`config.mk`:
```
export PLATFORM = sky130hd
export DESIGN_NAME = maze_cell_arbiter_flat
export DESIGN_NICKNAME = d
export VERILOG_FILES = /design/src/rtl/maze_pkg.sv /design/src/rtl/maze_cell_arbiter_if.sv /design/src/rtl/maze_cell_arbiter_clear_engine.sv /design/src/rtl/maze_cell_arbiter.sv /design/src/flat_wrapper.sv
export SDC_FILE = /design/constraint.sdc
export NUM_CORES = 1
export LEC_CHECK = 0
export BUFFER_PORTS_ARGS = -buffer_cell sky130_fd_sc_hd__buf_2
export CAP_MARGIN = 20
export CORE_ASPECT_RATIO = 1.1
export CORE_MARGIN = 1
export CORE_UTILIZATION = 32
export DETAILED_ROUTE_END_ITERATION = 8
export PLACE_DENSITY = 0.79
export SLEW_MARGIN = 30
export SYNTH_ARGS = -nofsm -noshare
export SYNTH_HDL_FRONTEND = slang
export SYNTH_HIERARCHICAL = 1
export SYNTH_SLANG_ARGS = --single-unit
```
`constraint.sdc`:
```
create_clock -name clk -period 2.07 [get_ports clk]
set_clock_uncertainty 0.2 [all_clocks]
set_input_delay 0.207 -clock clk [delete_from_list [all_inputs] [get_ports clk]]
set_output_delay 0.207 -clock clk [all_outputs]
set_load 0.05 [all_outputs]
```
`src/rtl/maze_pkg.sv`:
```
// Shared constants, cell codes, requester indices and FSM encoding for the maze cell arbiter.
`timescale 1ns/1ps
package maze_pkg;

  localparam int COORD_W    = 6;
  localparam int CELL_W     = 2;
  localparam int NREQ       = 3;
  localparam int MAZE_DIM   = 64;
  localparam int ADDR_W     = 2 * COORD_W;
  localparam int MAZE_CELLS = MAZE_DIM * MAZE_DIM;

  localparam logic [CELL_W-1:0] OUT      = 2'b00;
  localparam logic [CELL_W-1:0] WALL     = 2'b01;
  localparam logic [CELL_W-1:0] FRONTIER = 2'b10;
  localparam logic [CELL_W-1:0] PATH     = 2'b11;

  localparam logic [1:0] REQ_CARVER  = 2'd0;
  localparam logic [1:0] REQ_DISPLAY = 2'd1;
  localparam logic [1:0] REQ_PLAYER  = 2'd2;

  typedef enum logic {
    ST_ARB   = 1'b0,
    ST_CLEAR = 1'b1
  } arb_state_e;

  // Row-major cell address: y*64 + x is just the concatenation {y,x}.
  function automatic logic [ADDR_W-1:0] cell_addr(input logic [COORD_W-1:0] y,
                                                  input logic [COORD_W-1:0] x);
    return {y, x};
  endfunction

endpackage

```
`src/rtl/maze_cell_arbiter_if.sv`:
```
// Requester/response/clear bundle between the three maze requesters and the cell arbiter.
`timescale 1ns/1ps
interface maze_cell_arbiter_if;
  import maze_pkg::*;

  logic [NREQ-1:0]         req_valid;
  logic [NREQ-1:0]         req_we;
  logic [NREQ*COORD_W-1:0] req_x;
  logic [NREQ*COORD_W-1:0] req_y;
  logic [NREQ*CELL_W-1:0]  req_wdata;
  logic [NREQ-1:0]         req_ready;
  logic [NREQ-1:0]         rsp_valid;
  logic [CELL_W-1:0]       rsp_data;
  logic                    clear_start;
  logic                    clear_busy;
  logic                    clear_done;

  modport master (
    output req_valid, req_we, req_x, req_y, req_wdata, clear_start,
    input  req_ready, rsp_valid, rsp_data, clear_busy, clear_done
  );

  modport slave (
    input  req_valid, req_we, req_x, req_y, req_wdata, clear_start,
    output req_ready, rsp_valid, rsp_data, clear_busy, clear_done
  );

endinterface

```
`src/rtl/maze_cell_arbiter_clear_engine.sv`:
```
// Clear sweep engine: walks all 4096 cells writing OUT, one per cycle, while the arbiter is in CLEAR.
`timescale 1ns/1ps
module maze_clear_engine
  import maze_pkg::*;
(
  input  logic              clk,
  input  logic              reset,
  input  logic              i_active,
  output logic              o_busy,
  output logic              o_last,
  output logic              o_done,
  output logic              o_mem_en,
  output logic              o_mem_we,
  output logic [ADDR_W-1:0] o_mem_addr,
  output logic [CELL_W-1:0] o_mem_wdata
);

  logic [ADDR_W-1:0] r_cnt;
  logic              r_done;

  assign o_busy      = i_active;
  assign o_last      = i_active & (r_cnt == {ADDR_W{1'b1}});
  assign o_done      = r_done;
  assign o_mem_en    = i_active;
  assign o_mem_we    = i_active;
  assign o_mem_addr  = r_cnt;
  assign o_mem_wdata = OUT;

  // Sweep counter; parked at 0 outside CLEAR so every sweep starts at cell 0.
  always_ff @(posedge clk) begin
    if (reset) begin
      r_cnt  <= '0;
      r_done <= 1'b0;
    end else begin
      r_done <= o_last;
      if (i_active) begin
        r_cnt <= r_cnt + {{(ADDR_W-1){1'b0}}, 1'b1};
      end else begin
        r_cnt <= '0;
      end
    end
  end

endmodule

```
`src/rtl/maze_cell_arbiter.sv`:
```
// Single-port maze cell RAM arbiter for carver, display and player requesters.
// Optional clear sweep is built when MAZE_ARB_CLEAR_EN is defined.
`timescale 1ns/1ps
module maze_cell_arbiter
  import maze_pkg::*;
(
  input  logic               clk,
  input  logic               reset,
  maze_cell_arbiter_if.slave arb,
  output logic               mem_en,
  output logic               mem_we,
  output logic [ADDR_W-1:0]  mem_addr,
  output logic [CELL_W-1:0]  mem_wdata,
  input  logic [CELL_W-1:0]  mem_rdata
);

  arb_state_e        r_state;
  arb_state_e        w_state_nxt;
  logic              r_rr;
  logic [NREQ-1:0]   r_rsp_valid;
  logic [NREQ-1:0]   w_ready;
  logic [1:0]        w_gidx;
  logic              w_gany;
  logic [COORD_W-1:0] w_gx;
  logic [COORD_W-1:0] w_gy;
  logic [CELL_W-1:0] w_gwd;
  logic              w_gwe;
  logic              w_mem_en;
  logic              w_mem_we;
  logic [ADDR_W-1:0] w_mem_addr;
  logic [CELL_W-1:0] w_mem_wdata;
  logic              w_clear_req;
  logic              w_clr_busy;
  logic              w_clr_last;
  logic              w_clr_done;
  logic              w_clr_en;
  logic              w_clr_we;
  logic [ADDR_W-1:0] w_clr_addr;
  logic [CELL_W-1:0] w_clr_wdata;

`ifdef MAZE_ARB_CLEAR_EN
  assign w_clear_req = arb.clear_start;

  maze_clear_engine u_clear (
    .clk         (clk),
    .reset       (reset),
    .i_active    (r_state == ST_CLEAR),
    .o_busy      (w_clr_busy),
    .o_last      (w_clr_last),
    .o_done      (w_clr_done),
    .o_mem_en    (w_clr_en),
    .o_mem_we    (w_clr_we),
    .o_mem_addr  (w_clr_addr),
    .o_mem_wdata (w_clr_wdata)
  );
`else
  logic w_unused_clear_start;
  assign w_unused_clear_start = arb.clear_start;
  assign w_clear_req = 1'b0;
  assign w_clr_busy  = 1'b0;
  assign w_clr_last  = 1'b0;
  assign w_clr_done  = 1'b0;
  assign w_clr_en    = 1'b0;
  assign w_clr_we    = 1'b0;
  assign w_clr_addr  = '0;
  assign w_clr_wdata = OUT;
`endif

  // Grant pick: display strict, carver/player share via the round-robin pointer.
  always_comb begin
    w_gany = 1'b1;
    w_gidx = REQ_DISPLAY;
    if (arb.req_valid[REQ_DISPLAY]) begin
      w_gidx = REQ_DISPLAY;
    end else if (arb.req_valid[REQ_CARVER] && arb.req_valid[REQ_PLAYER]) begin
      w_gidx = r_rr ? REQ_PLAYER : REQ_CARVER;
    end else if (arb.req_valid[REQ_CARVER]) begin
      w_gidx = REQ_CARVER;
    end else if (arb.req_valid[REQ_PLAYER]) begin
      w_gidx = REQ_PLAYER;
    end else begin
      w_gany = 1'b0;
    end
  end

  assign w_gx  = arb.req_x[w_gidx*COORD_W +: COORD_W];
  assign w_gy  = arb.req_y[w_gidx*COORD_W +: COORD_W];
  assign w_gwd = arb.req_wdata[w_gidx*CELL_W +: CELL_W];
  assign w_gwe = (w_gidx == REQ_DISPLAY) ? 1'b0 : arb.req_we[w_gidx];

  // FSM next state and RAM/grant drive.
  always_comb begin
    w_state_nxt = r_state;
    w_ready     = '0;
    w_mem_en    = 1'b0;
    w_mem_we    = 1'b0;
    w_mem_addr  = '0;
    w_mem_wdata = OUT;
    case (r_state)
      ST_ARB: begin
        if (w_gany) begin
          w_ready[w_gidx] = 1'b1;
          w_mem_en        = 1'b1;
          w_mem_we        = w_gwe;
          w_mem_addr      = cell_addr(w_gy, w_gx);
          w_mem_wdata     = w_gwd;
        end else begin
          w_ready = '0;
        end
        if (w_clear_req) begin
          w_state_nxt = ST_CLEAR;
        end else begin
          w_state_nxt = ST_ARB;
        end
      end
      ST_CLEAR: begin
        w_mem_en    = w_clr_en;
        w_mem_we    = w_clr_we;
        w_mem_addr  = w_clr_addr;
        w_mem_wdata = w_clr_wdata;
        if (w_clr_last) begin
          w_state_nxt = ST_ARB;
        end else begin
          w_state_nxt = ST_CLEAR;
        end
      end
      default: begin
        w_state_nxt = ST_ARB;
      end
    endcase
  end

  // State, round-robin pointer and one-cycle read response pipe.
  always_ff @(posedge clk) begin
    if (reset) begin
      r_state     <= ST_ARB;
      r_rr        <= 1'b0;
      r_rsp_valid <= '0;
    end else begin
      r_state     <= w_state_nxt;
      r_rsp_valid <= w_ready & {NREQ{~w_mem_we}};
      if (w_ready[REQ_CARVER] || w_ready[REQ_PLAYER]) begin
        r_rr <= ~r_rr;
      end else begin
        r_rr <= r_rr;
      end
    end
  end

  assign arb.req_ready  = w_ready;
  assign arb.rsp_valid  = r_rsp_valid;
  assign arb.rsp_data   = (|r_rsp_valid) ? mem_rdata : OUT;
  assign arb.clear_busy = w_clr_busy;
  assign arb.clear_done = w_clr_done;
  assign mem_en         = w_mem_en;
  assign mem_we         = w_mem_we;
  assign mem_addr       = w_mem_addr;
  assign mem_wdata      = w_mem_wdata;

endmodule

```
`src/flat_wrapper.sv`:
```
// flat-port wrapper written by rule: the top's interface ports become plain ports
module maze_cell_arbiter_flat import maze_pkg::*;
  (clk, reset, mem_en, mem_we, mem_addr, mem_wdata, mem_rdata, arb_req_valid, arb_req_we, arb_req_x, arb_req_y, arb_req_wdata, arb_clear_start, arb_req_ready, arb_rsp_valid, arb_rsp_data, arb_clear_busy, arb_clear_done);
  maze_cell_arbiter_if arb_i ();
  input  logic clk;
  input  logic reset;
  output logic mem_en;
  output logic mem_we;
  output logic [ADDR_W-1:0] mem_addr;
  output logic [CELL_W-1:0] mem_wdata;
  input  logic [CELL_W-1:0] mem_rdata;
  input wire logic [$bits(arb_i.req_valid)-1:0] arb_req_valid;
  input wire logic [$bits(arb_i.req_we)-1:0] arb_req_we;
  input wire logic [$bits(arb_i.req_x)-1:0] arb_req_x;
  input wire logic [$bits(arb_i.req_y)-1:0] arb_req_y;
  input wire logic [$bits(arb_i.req_wdata)-1:0] arb_req_wdata;
  input wire logic [$bits(arb_i.clear_start)-1:0] arb_clear_start;
  output wire logic [$bits(arb_i.req_ready)-1:0] arb_req_ready;
  output wire logic [$bits(arb_i.rsp_valid)-1:0] arb_rsp_valid;
  output wire logic [$bits(arb_i.rsp_data)-1:0] arb_rsp_data;
  output wire logic [$bits(arb_i.clear_busy)-1:0] arb_clear_busy;
  output wire logic [$bits(arb_i.clear_done)-1:0] arb_clear_done;
  assign arb_i.req_valid = arb_req_valid;
  assign arb_i.req_we = arb_req_we;
  assign arb_i.req_x = arb_req_x;
  assign arb_i.req_y = arb_req_y;
  assign arb_i.req_wdata = arb_req_wdata;
  assign arb_i.clear_start = arb_clear_start;
  assign arb_req_ready = arb_i.req_ready;
  assign arb_rsp_valid = arb_i.rsp_valid;
  assign arb_rsp_data = arb_i.rsp_data;
  assign arb_clear_busy = arb_i.clear_busy;
  assign arb_clear_done = arb_i.clear_done;
  maze_cell_arbiter u_core (.clk(clk), .reset(reset), .arb(arb_i), .mem_en(mem_en), .mem_we(mem_we), .mem_addr(mem_addr), .mem_wdata(mem_wdata), .mem_rdata(mem_rdata));
endmodule
```
Word-level counts from Yosys, hierarchy flattened
Cells that the tools add are included.

Register bits after elaboration: 5. Input bits: 53.

Multipliers: 1. Order comparisons: 2. Equality and inequality tests: 1. Shifts and indexed selects: 3. Multiplexer cells: 26. Bitwise operators: 4. Reductions and logical operators: 4.

Operators with widths (count): $shiftx A18 B6 Y6 (2); $pmux W12 S2 (1); $mux W2 (7); $mux W12 (1); $mux W1 (9); $mux W3 (2); $pmux W1 S2 (3); $shiftx A6 B4 Y2 (1); $mul A2 B2 Y4 const B (1); $pmux W2 S2 (1); $and A3 B3 Y3 (1); $lt A2 B3 Y1 const B (1); $not A1 Y1 (3); $reduce_or A3 Y1 (1); $bmux W1 S2 (1); $demux W1 S2 (1); $eq A2 B1 Y1 const B (1); $ge A2 B1 Y1 const B (1); $logic_and A1 B1 Y1 (2); $logic_or A1 B1 Y1 (1).

Logic depth before layout (Yosys ltp)
Gate-level depths: netlist of run 1.

Depth in word-level cells: 11. Gate-level depth with buffers: 6.

Worst setup path after synthesis of run 1
Ideal clock, no wire load.

Kind: input to output. Start: input port arb_req_valid[2]. End: output port mem_addr[0]. Data arrival time: 1918 ps. Path slack: -255 ps. Cell stages on the path: 3. Buffers on the path: 1. Path through: buf_2 > a211oi_2 > a221o_1.

Cells in the longest elaborated chain, start to end: 8. Elaborated cells between the ends (all ways): 13. Classes of those cells: 1 x mul; 1 x shift; 10 x mux; 1 x reduce/logical.

Ends and longest elaborated chain: start: declaration (RTL line flat_wrapper.sv:12) `input wire logic [$bits(arb_i.req_valid)-1:0] arb_req_valid;`; $mux W2 (RTL line maze_cell_arbiter.sv:79) `end else if (arb.req_valid[REQ_PLAYER]) begin`; $mux W2 (RTL line maze_cell_arbiter.sv:77) `end else if (arb.req_valid[REQ_CARVER]) begin`; $mux W2 (RTL line maze_cell_arbiter.sv:75) `end else if (arb.req_valid[REQ_CARVER] && arb.req_valid[REQ_PLAYER]) begin`; $mux W2 (RTL line maze_cell_arbiter.sv:73) `if (arb.req_valid[REQ_DISPLAY]) begin`; $mul A2 B2 Y4 (RTL line maze_cell_arbiter.sv:86) `assign w_gx = arb.req_x[w_gidx*COORD_W +: COORD_W];`; $shiftx A18 B6 Y6 (RTL line maze_cell_arbiter.sv:86); $mux W12 * (RTL line maze_cell_arbiter.sv:101) `if (w_gany) begin`; $pmux W12 S2 * (RTL line maze_cell_arbiter.sv:99) `case (r_state)`; end: declaration (RTL line flat_wrapper.sv:9) `output logic [ADDR_W-1:0] mem_addr;`.

Mark *: on every way between the ends. The rest lies on a longest branch, timed or not.

Final worst setup path of run 1
Start: register u_core.r_rr. End: output port mem_addr[10].

Cells in the longest elaborated chain, start to end: 7.

Ends and longest elaborated chain: start: declaration (RTL line maze_cell_arbiter.sv:19) `logic r_rr;`; start signal: assignment (RTL line maze_cell_arbiter.sv:143) `r_rr <= ~r_rr;`; start signal: assignment (RTL line maze_cell_arbiter.sv:145) `r_rr <= r_rr;`; $mux W2 (RTL line maze_cell_arbiter.sv:76) `w_gidx = r_rr ? REQ_PLAYER : REQ_CARVER;`; $mux W2 (RTL line maze_cell_arbiter.sv:75); $mux W2 (RTL line maze_cell_arbiter.sv:73); $mul A2 B2 Y4 (RTL line maze_cell_arbiter.sv:87) `assign w_gy = arb.req_y[w_gidx*COORD_W +: COORD_W];`; $shiftx A18 B6 Y6 (RTL line maze_cell_arbiter.sv:87); $mux W12 (RTL line maze_cell_arbiter.sv:101); $pmux W12 S2 (RTL line maze_cell_arbiter.sv:99).

No other way between the ends.

==> results of run 1 <==
[metal layers]
metal	routed length (um)	part of all wire, %	track usage [%]	up-vias
met1	812	38	17.3	416
met3	223	10	3.33	2
met2	1120	52	41.7	61
met4	0	0	7.58	0
li1	-	-	-	445
met5	0	0	0	-
[final cells by class]
cell class / count / area [sq um] / area share, %
Multi-Input combinational cell: 59 / 479 / 43.6
Timing Repair Buffer: 83 / 450 / 41.0
Inverter: 8 / 32.5 / 2.96
Clock buffer: 3 / 22.5 / 2.05
Tap cell: 27 / 33.8 / 3.08
Sequential cell: 4 / 80.1 / 7.29
[worst min path at each step]
stage	startpoint	endpoint	slack, ns	cells past startpoint
floorplan	reset	u_core/arb.rsp_valid[1]	0.08	1
global placement	arb_req_we[2]	u_core/arb.rsp_valid[2]	0.19	2
detailed placement	arb_req_we[2]	u_core/arb.rsp_valid[2]	0.19	2
CTS	arb_req_valid[1]	u_core/arb.rsp_valid[1]	0.25	3
global route	arb_req_valid[1]	u_core/arb.rsp_valid[1]	0.28	3
finish	arb_req_valid[1]	u_core/arb.rsp_valid[1]	0.27	3
[flip-flops by register name, indices dropped and copies added (netlist names)]
name	flops
u_core/r_rr	1
u_core/arb.rsp_valid	3
[cell families after synthesis]
group	share of synthesized area, %
XOR/XNOR	1.36
AND/OR/NAND/NOR	30.6
other	0.584
buffers and inverters	17.2
AO/OA/AOI/OAI	34.7
multiplexers	3.12
flip-flops	12.5
[worst max-delay path: cells and delay by family, from the launching register on]
kind            cells  cell delay (ns)
buf+inv             2             0.43
flops               1             0.33
compound gates      2             0.60
[power groups by stage]
stage	combinational, uW	sequential [uW]	clock (uW)
finish	349	85.4	95.6
detailed placement	336	85.6	0
floorplan	249	92.5	0
global route	370	85.4	109
CTS	344	85.3	102
global placement	330	85.8	0
[stage by stage]
| step | worst slack (ns) | hold slack, ns | instances | power [uW] | instance area [sq um] |
|---|---|---|---|---|---|
| 2_1_floorplan | 0.0271 | 0.0786 | 81 | 342 | 661 |
| 3_3_place_gp | 0.165 | 0.192 | 174 | 416 | 1000 |
| 3_5_place_dp | 0.135 | 0.194 | 174 | 421 | 1000 |
| 4_1_cts | 0.0342 | 0.254 | 182 | 532 | 1080 |
| 5_1_grt | 0.00272 | 0.285 | 184 | 564 | 1100 |
| 6_report | 0.0631 | 0.266 | 184 | 530 | 1100 |
[cell usage in the layout (no fill, tap or decap), types with 4 or more instances in the layout]
cell type      netlist  layout
buf_2                2      74
and2_1               9       9
dfxtp_1              4       4
buf_4                2       4
a221o_1              6       6
nor3b_1              6       6
inv_1                7       7
dlygate4sd3_1        0       5
o31a_1               6       6
[repair_timing]
item | in CTS | in global routing
buffers inserted | 0 | 2
setup endpoints to repair | 6 | 4
resized for setup | 2 | 2
endpoints found under the hold margin | 4 | 0
hold buffers | 5 | 0
==> summary.txt, run 1 <==
Die
  – DIE WIDTH: 44.7 um
  – Die H: 49.0 um
  – Initial Util: 34.9%
  – Core area: 1840 sq um
  – Io pins: 79
  – Die area: 2190 sq um
  – Site Rows: 16

Layout
  – Share of cells above drive strength 1: 56.7%
  – Core Util, Final: 59.6%
  – Area grow syn2layout: 71.1%
  – Antenna Cells: 0
  – Fillers: 187
  – Final nets: 212

Detailed routing
  – DR vias/cell: 5.02
  – ANT nets after route: 0
  – TritonRoute pass-1 iters: 6
  – Post-Route WL: 2160 um
  – DR WL/cell: 11.7 um
  – DRC Markers: 0
  – Via Count: 924
  – Iteration-0 DRC Markers: 11

Clock network
  – Htree depth: 1
  – Worst-path clk slew: 0.04 ns
  – CTS Buf Count: 3
  – CTS Sinks: 4
  – Skew-Pair Late Insertion Delay: 0.23 ns
  – Root buf cell: clkbuf_4
  – Deepest clock path buffer count: 2
  – CTS tree: built

Flow run
  – Number of max-cap violations: 0

Synth
  – Post-synth top area share: 12.5%
  – Post-synth top flop: dfxtp_1
  – Synth top cells by count: and2_1 (9), inv_1 (7)
  – Post-Syn Instances: 80
  – Count of cell types in the netlist: 29
  – Sequential-to-total area share from yosys stat: 12.5%
  – Synthesized area per cell: 8.02 sq um
  – Synth warn: 6
  – Cell Area, Synth: 642 sq um
  – Area contributors post-synth: dfxtp_1 (12%), a221o_1 (9.4%), and2_1 (8.8%)
  – Most common cell in the netlist: and2_1
  – Asr flop ratio synth: 0%
  – Yosys reg bits: 4
  – Cell taking the most area after synthesis: dfxtp_1
  – Post-synth EDFFs: 0

Timing
  – RSZ-0062 raised after global routing: false
  – Max Fclk: 0.498 GHz
  – Final worst-path cycle share: 97.0%
  – Setup_tns: 0 ns
  – Final hold vios: 0
  – Max-slew violations: 0
  – Final setup viols: 0
  – Fin crit period: 2.01 ns

Setup path
  – Critical Path End: mem_addr[10]
  – Startpoint Class: flip-flop
  – Setup CP Type: flip-flop to output port
  – CP startpoint: u_core/r_rr
  – Slowest Stage Delay on Critical Path: 0.39 ns
  – CP Max Fanout: 8
  – CP Capture Type: output port
  – Critical Path RT: 1.66 ns
  – Reg2Reg Launch Point: u_core/r_rr
  – Reg2reg setup slack: 0.27 ns
  – Cells on worst reg2reg path: 5
  – Worst path arrival time: 1.60 ns
  – Slowest-stage cell, CP: a211oi_4
  – Worst flop-to-flop path endpoint: u_core/arb.rsp_valid[0]
  – Crit path cell chain: buf_4 -> a211oi_4 -> a221o_1 -> buf_2

Place
  – Routability Congestion: 0.701
  – HPWL after detailed placement: 1690 um
  – Number of port buffers: 74

Global routing
  – Vias in the first global route: 874
  – Total GRT Usage: 20.0%
  – Antenna violations before repair: 0
  – First-pass GRT wire length: 3350 um
  – Pin count of the biggest net entering global routing: 11
  – Overflow left after global routing: 0

Power and ir drop
  – Share of power burned in registers: 16.1%
  – Clock Power Share: 18.0%
  – Net Sw Frac: 49.8%
  – Max VDD drop: 0.000253 V
  – Sw Pwr: 264 uW
  – Pleak: 0.000588 uW
  – Comb pwr share: 65.9%
  – Pwr dens: 483 nW/um^2
  – Int Power: 266 uW

Outcome
  – Status: completed

Worst hold path
  – Type of the most critical hold path: primary input to flip-flop
Power figures use the tool's default switching activity.
==> run 2: changes to the inputs <==
--- a/config.mk
+++ b/config.mk
@@ -8,7 +8,7 @@
 export BUFFER_PORTS_ARGS = -buffer_cell sky130_fd_sc_hd__buf_2
 export CAP_MARGIN = 20
 export CORE_ASPECT_RATIO = 1.1
-export CORE_MARGIN = 1
+export CORE_MARGIN = 5
 export CORE_UTILIZATION = 32
 export DETAILED_ROUTE_END_ITERATION = 8
 export PLACE_DENSITY = 0.79
==> run 2 against run 1 <==
Effect of this change: sequential power about the same; clock power grew 2.9%; critical path depth unchanged; worst hold slack better by 0.0095 ns; combinational power barely moved; fmax rose by 2.1%; utilization fell by 3.4 points; largest cell class unchanged.
==> summary.txt, run 2 (synthesized netlist as in run 1, its figures left out) <==
Outcome
  – Status: completed

Power and ir drop
  – Clock Power Share: 18.5%
  – Net Sw Frac: 50.1%
  – Int Power: 266 uW
  – Comb pwr share: 65.6%
  – Sw Pwr: 267 uW
  – Max VDD drop: 0.000265 V
  – Pwr dens: 484 nW/um^2
  – Share of power burned in registers: 16.0%
  – Pleak: 0.000588 uW

Setup path
  – Startpoint Class: flip-flop
  – Worst Path Buf+Inv: 2
  – Crit path cell chain: buf_4 -> a2111oi_0 -> o31a_1 -> buf_2
  – CP Max Fanout: 8
  – Critical Path RT: 1.66 ns
  – Worst path arrival time: 1.56 ns
  – Setup CP Type: flip-flop to output port
  – Slowest-stage cell, CP: a2111oi_0
  – Slowest Stage Delay on Critical Path: 0.40 ns
  – CP delay by family, top: compound AO/OA/AOI/OAI gates
  – CP Capture Type: output port

Global routing
  – Vias in the first global route: 921
  – Overflow left after global routing: 0
  – First-pass GRT wire length: 3880 um
  – Pin count of the biggest net entering global routing: 11
  – Total GRT Usage: 16.7%
  – Antenna violations before repair: 0

Timing
  – Max Fclk: 0.509 GHz
  – Setup_tns: 0 ns
  – Final hold vios: 0
  – Max-slew violations: 0
  – Final setup viols: 0
  – Worst setup margin: 0.105 ns
  – Fin crit period: 1.96 ns
  – Final worst-path cycle share: 94.9%
  – RSZ-0062 raised after global routing: false

Die
  – DIE WIDTH: 52.7 um
  – Site Rows: 17
  – Io pins: 79
  – Die area: 3000 sq um
  – Initial Util: 32.8%
  – Die H: 57.0 um
  – Core area: 1960 sq um

Clock network
  – Worst-path clk slew: 0.04 ns
  – CTS tree: built
  – CTS Buf Count: 3
  – Root buf cell: clkbuf_4
  – Skew-Pair Late Insertion Delay: 0.23 ns
  – Htree depth: 1
  – Deepest clock path buffer count: 2
  – CTS Sinks: 4

Place
  – HPWL after detailed placement: 1980 um
  – Number of port buffers: 74
  – Routability Congestion: 0.686
  – Setup WS pre-CTS: 0.249 ns

Layout
  – Multi-input logic area: 479 sq um
  – Commonest cells after routing, fill and taps aside: buf_2 (74), and2_1 (9), inv_1 (7)
  – Core Util, Final: 56.2%
  – Max reg flops: 3
  – FF/Latch Area: 80.1 sq um
  – Area grow syn2layout: 71.3%
  – Final nets: 212
  – Fillers: 203
  – Antenna Cells: 0
  – Share of cells above drive strength 1: 56.7%
  – Commonest non-fill, non-tap cell in the layout: buf_2

Flow run
  – Number of max-cap violations: 0

Detailed routing
  – DR vias/cell: 4.85
  – Post-Route WL: 2480 um
  – TritonRoute pass-1 iters: 3
  – DR WL/cell: 13.4 um
  – Iteration-0 DRC Markers: 2
  – Via Count: 897
  – DRC Markers: 0
  – ANT nets after route: 0

Worst hold path
  – Type of the most critical hold path: primary input to flip-flop
==> run 2: repair_timing <==
action	in CTS	in global routing
endpoints found under the hold margin	4	0
resized for setup	0	4
buffers inserted	0	1
endpoints found under the setup margin	0	9
hold buffers	5	0
==> run 2: area by class of cell <==
cell class	instances	area share, %
multi-input combinational	59	43.6
timing repair buffer	83	41.0
sequential	4	7.28
tap	28	3.19
inverter	8	2.96
clock buffer	3	2.05
==> run 2: per-layer routing <==
| metal | global-route usage [%] | up-vias | wire (um) |
|---|---|---|---|
| met5 | 0 | - | 0 |
| met2 | 29.4 | 58 | 1220 |
| li1 | - | 448 | - |
| met3 | 3.66 | 4 | 373 |
| met1 | 18.2 | 387 | 860 |
| met4 | 8.76 | 0 | 29 |
==> run 2: per-stage QoR <==
| step | total power [uW] | area [sq um] | instances | hold slack (ns) |
|---|---|---|---|---|
| 2_1_floorplan | 342 | 661 | 81 | 0.0786 |
| 3_3_place_gp | 419 | 1010 | 176 | 0.190 |
| 3_5_place_dp | 424 | 1010 | 176 | 0.199 |
| 4_1_cts | 532 | 1080 | 184 | 0.264 |
| 5_1_grt | 565 | 1100 | 185 | 0.286 |
| 6_report | 533 | 1100 | 185 | 0.275 |
==> run 2: power by group through the flow <==
stage / combinational [uW] / sequential (uW) / clock, uW
5_1_grt: 372 / 85.6 / 108
4_1_cts: 346 / 84.2 / 102
3_3_place_gp: 333 / 85.6 / 0
3_5_place_dp: 339 / 85.3 / 0
2_1_floorplan: 249 / 92.5 / 0
6_report: 349 / 85.1 / 98.4
==> run 2: worst min-delay path, cell delays in order <==
cell	delay [ns]
buf_2	0.16
buf_4	0.17
nor2b_1	0.12
==> run 2: final timing paths <==
path | cells past startpoint | endpoint | slack [ns] | from
worst max-delay path | 4 | mem_addr[6] | 0.11 | u_core/r_rr
worst min-delay path | 3 | u_core/arb.rsp_valid[1] | 0.27 | arb_req_valid[1]
worst max register to register | 5 | u_core/arb.rsp_valid[0] | 0.28 | u_core/r_rr
worst min register to register | 3 | u_core/r_rr | 0.54 | u_core/r_rr
==> run 3: changes to the inputs <==
--- a/config.mk
+++ b/config.mk
@@ -12,6 +12,7 @@
 export CORE_UTILIZATION = 32
 export DETAILED_ROUTE_END_ITERATION = 8
 export PLACE_DENSITY = 0.79
+export REMOVE_ABC_BUFFERS = 1
 export SLEW_MARGIN = 30
 export SYNTH_ARGS = -nofsm -noshare
 export SYNTH_HDL_FRONTEND = slang
==> run 3 against run 2 <==
Effect of this change: total power increased by 0.70%; fmax decreased by 4.2%; cell area increased by 0.46%; sequential power increased by 1%; sequential share of layout area about the same; worst hold slack got worse by 0.087 ns; utilization increased by 0.26 points; die area unchanged; register-to-register slack got worse by 0.11 ns; count of clock-buffer cells in the layout unchanged; combinational power increased by 1%; first-iteration DRC count increased to 4.5 times the previous value; critical path type unchanged; critical endpoint is now mem_addr[8].
==> summary.txt, run 3 (synthesized netlist as in run 1, its figures left out) <==
Outcome
  – Status: completed

Setup path
  – Instance count on the critical path: 4
  – Crit path cell chain: buf_4 -> a2111oi_1 -> o31a_1 -> buf_2
  – Reg2reg setup slack: 0.17 ns
  – Critical Path End: mem_addr[8]
  – Startpoint Class: flip-flop
  – Worst flop-to-flop path endpoint: u_core/arb.rsp_valid[0]
  – Critical Path RT: 1.66 ns
  – Slowest Stage Delay on Critical Path: 0.45 ns
  – CP Capture Type: output port
  – CP Max Fanout: 7
  – CP delay by family, top: compound AO/OA/AOI/OAI gates
  – Worst path arrival time: 1.64 ns
  – CP startpoint: u_core/r_rr
  – Worst Path Buf+Inv: 2
  – Setup CP Type: flip-flop to output port
  – Reg2Reg Launch Point: u_core/r_rr
  – Slowest-stage cell, CP: a2111oi_1
  – Cells on worst reg2reg path: 5

Timing
  – Final worst-path cycle share: 99.0%
  – Max-slew violations: 0
  – Final hold vios: 0
  – Fin Hold WS: 0.188 ns
  – Fin crit period: 2.05 ns
  – Worst setup margin: 0.0198 ns
  – RSZ-0062 raised after global routing: true
  – Max Fclk: 0.488 GHz
  – Final setup viols: 0
  – Setup_tns: 0 ns

Clock network
  – CTS Buf Count: 3
  – Root buf cell: clkbuf_4
  – CTS tree: built
  – Deepest clock path buffer count: 2
  – Htree depth: 1
  – Skew-Pair Late Insertion Delay: 0.24 ns
  – CTS Sinks: 4
  – Worst-path clk slew: 0.04 ns

Global routing
  – First-pass GRT wire length: 3800 um
  – Pin count of the biggest net entering global routing: 19
  – Antenna violations before repair: 0
  – Total GRT Usage: 16.6%
  – Overflow left after global routing: 0
  – Vias in the first global route: 890

Power and ir drop
  – Pwr dens: 486 nW/um^2
  – Max VDD drop: 0.000226 V
  – Pleak: 0.000597 uW

Detailed routing
  – DR WL/cell: 14.1 um
  – ANT nets after route: 0
  – Post-Route WL: 2630 um
  – DRC Markers: 0
  – DR vias/cell: 4.99
  – TritonRoute pass-1 iters: 4
  – Via Count: 934
  – Iteration-0 DRC Markers: 9

Layout
  – Commonest cells after routing, fill and taps aside: buf_2 (73), and2_1 (9), inv_1 (7)
  – Core Util, Final: 56.5%
  – Area grow syn2layout: 72.1%
  – Finished Layout Cells: 187
  – Max reg flops: 3
  – Final nets: 214
  – Commonest non-fill, non-tap cell in the layout: buf_2
  – Antenna Cells: 0
  – Share of cells above drive strength 1: 56.0%

Place
  – HPWL after detailed placement: 2040 um
  – Number of port buffers: 74
  – Routability Congestion: 0.742
  – Setup WS pre-CTS: 0.139 ns
  – Post-Place Cells: 175

Die
  – Die H: 57.0 um
  – Io pins: 79
  – Site Rows: 17
  – Die area: 3000 sq um
  – DIE WIDTH: 52.7 um
  – Initial Util: 32.8%
  – Core area: 1960 sq um

Flow run
  – Number of max-cap violations: 0

Worst hold path
  – Type of the most critical hold path: primary input to flip-flop
==> run 3: worst min path at each step <==
stage | slack, ns | endpoint | cells past startpoint | startpoint
2_1_floorplan | 0.08 | u_core/arb.rsp_valid[1] | 1 | reset
3_3_place_gp | 0.19 | u_core/arb.rsp_valid[0] | 2 | arb_req_we[0]
3_5_place_dp | 0.19 | u_core/arb.rsp_valid[2] | 2 | arb_req_we[2]
4_1_cts | 0.17 | u_core/arb.rsp_valid[1] | 2 | arb_req_valid[1]
5_1_grt | 0.19 | u_core/arb.rsp_valid[1] | 2 | arb_req_valid[1]
6_report | 0.19 | u_core/arb.rsp_valid[1] | 2 | arb_req_valid[1]
==> run 3: through the flow <==
step	power, uW	area (sq um)
2_1_floorplan	309	568
3_3_place_gp	413	988
3_5_place_dp	417	988
4_1_cts	527	1070
5_1_grt	573	1100
6_report	536	1100
==> run 3: cell type report <==
| class | count | area (sq um) |
|---|---|---|
| fill | 194 | 852 |
| timing repair buffer | 85 | 468 |
| multi-input combinational | 59 | 467 |
| sequential | 4 | 80.1 |
| tap | 28 | 35.0 |
| inverter | 8 | 32.5 |
| clock buffer | 3 | 22.5 |
==> run 3: metal layers <==
| layer | GRT usage, % | routed length (um) | vias up |
|---|---|---|---|
| li1 | - | - | 451 |
| met1 | 14.9 | 850 | 414 |
| met2 | 31.9 | 1360 | 65 |
| met3 | 6.53 | 407 | 4 |
| met4 | 6.20 | 19 | 0 |
| met5 | 0 | 0 | - |
==> run 3: what timing repair did <==
action	4_1_cts	5_1_grt
setup endpoints to repair	7	12
pin swaps	0	0
hold buffers	5	0
gates resized for setup	2	5
hold endpoints to repair	4	0
buffers inserted	0	4
gates cloned	0	0
==> run 3: where the power goes <==
part,internal [uW],total (uW),switching (uW)
logic,123,353,229
registers,81.9,86.3,4.38
clock network,64.9,97.5,32.6
==> run 3: worst register-to-register path, delay by kind of cell, from the launching register on <==
| kind | cells | cell delay, ns |
|---|---|---|
| buf+inv | 2 | 0.66 |
| simple gates | 3 | 0.63 |
| flops | 1 | 0.35 |
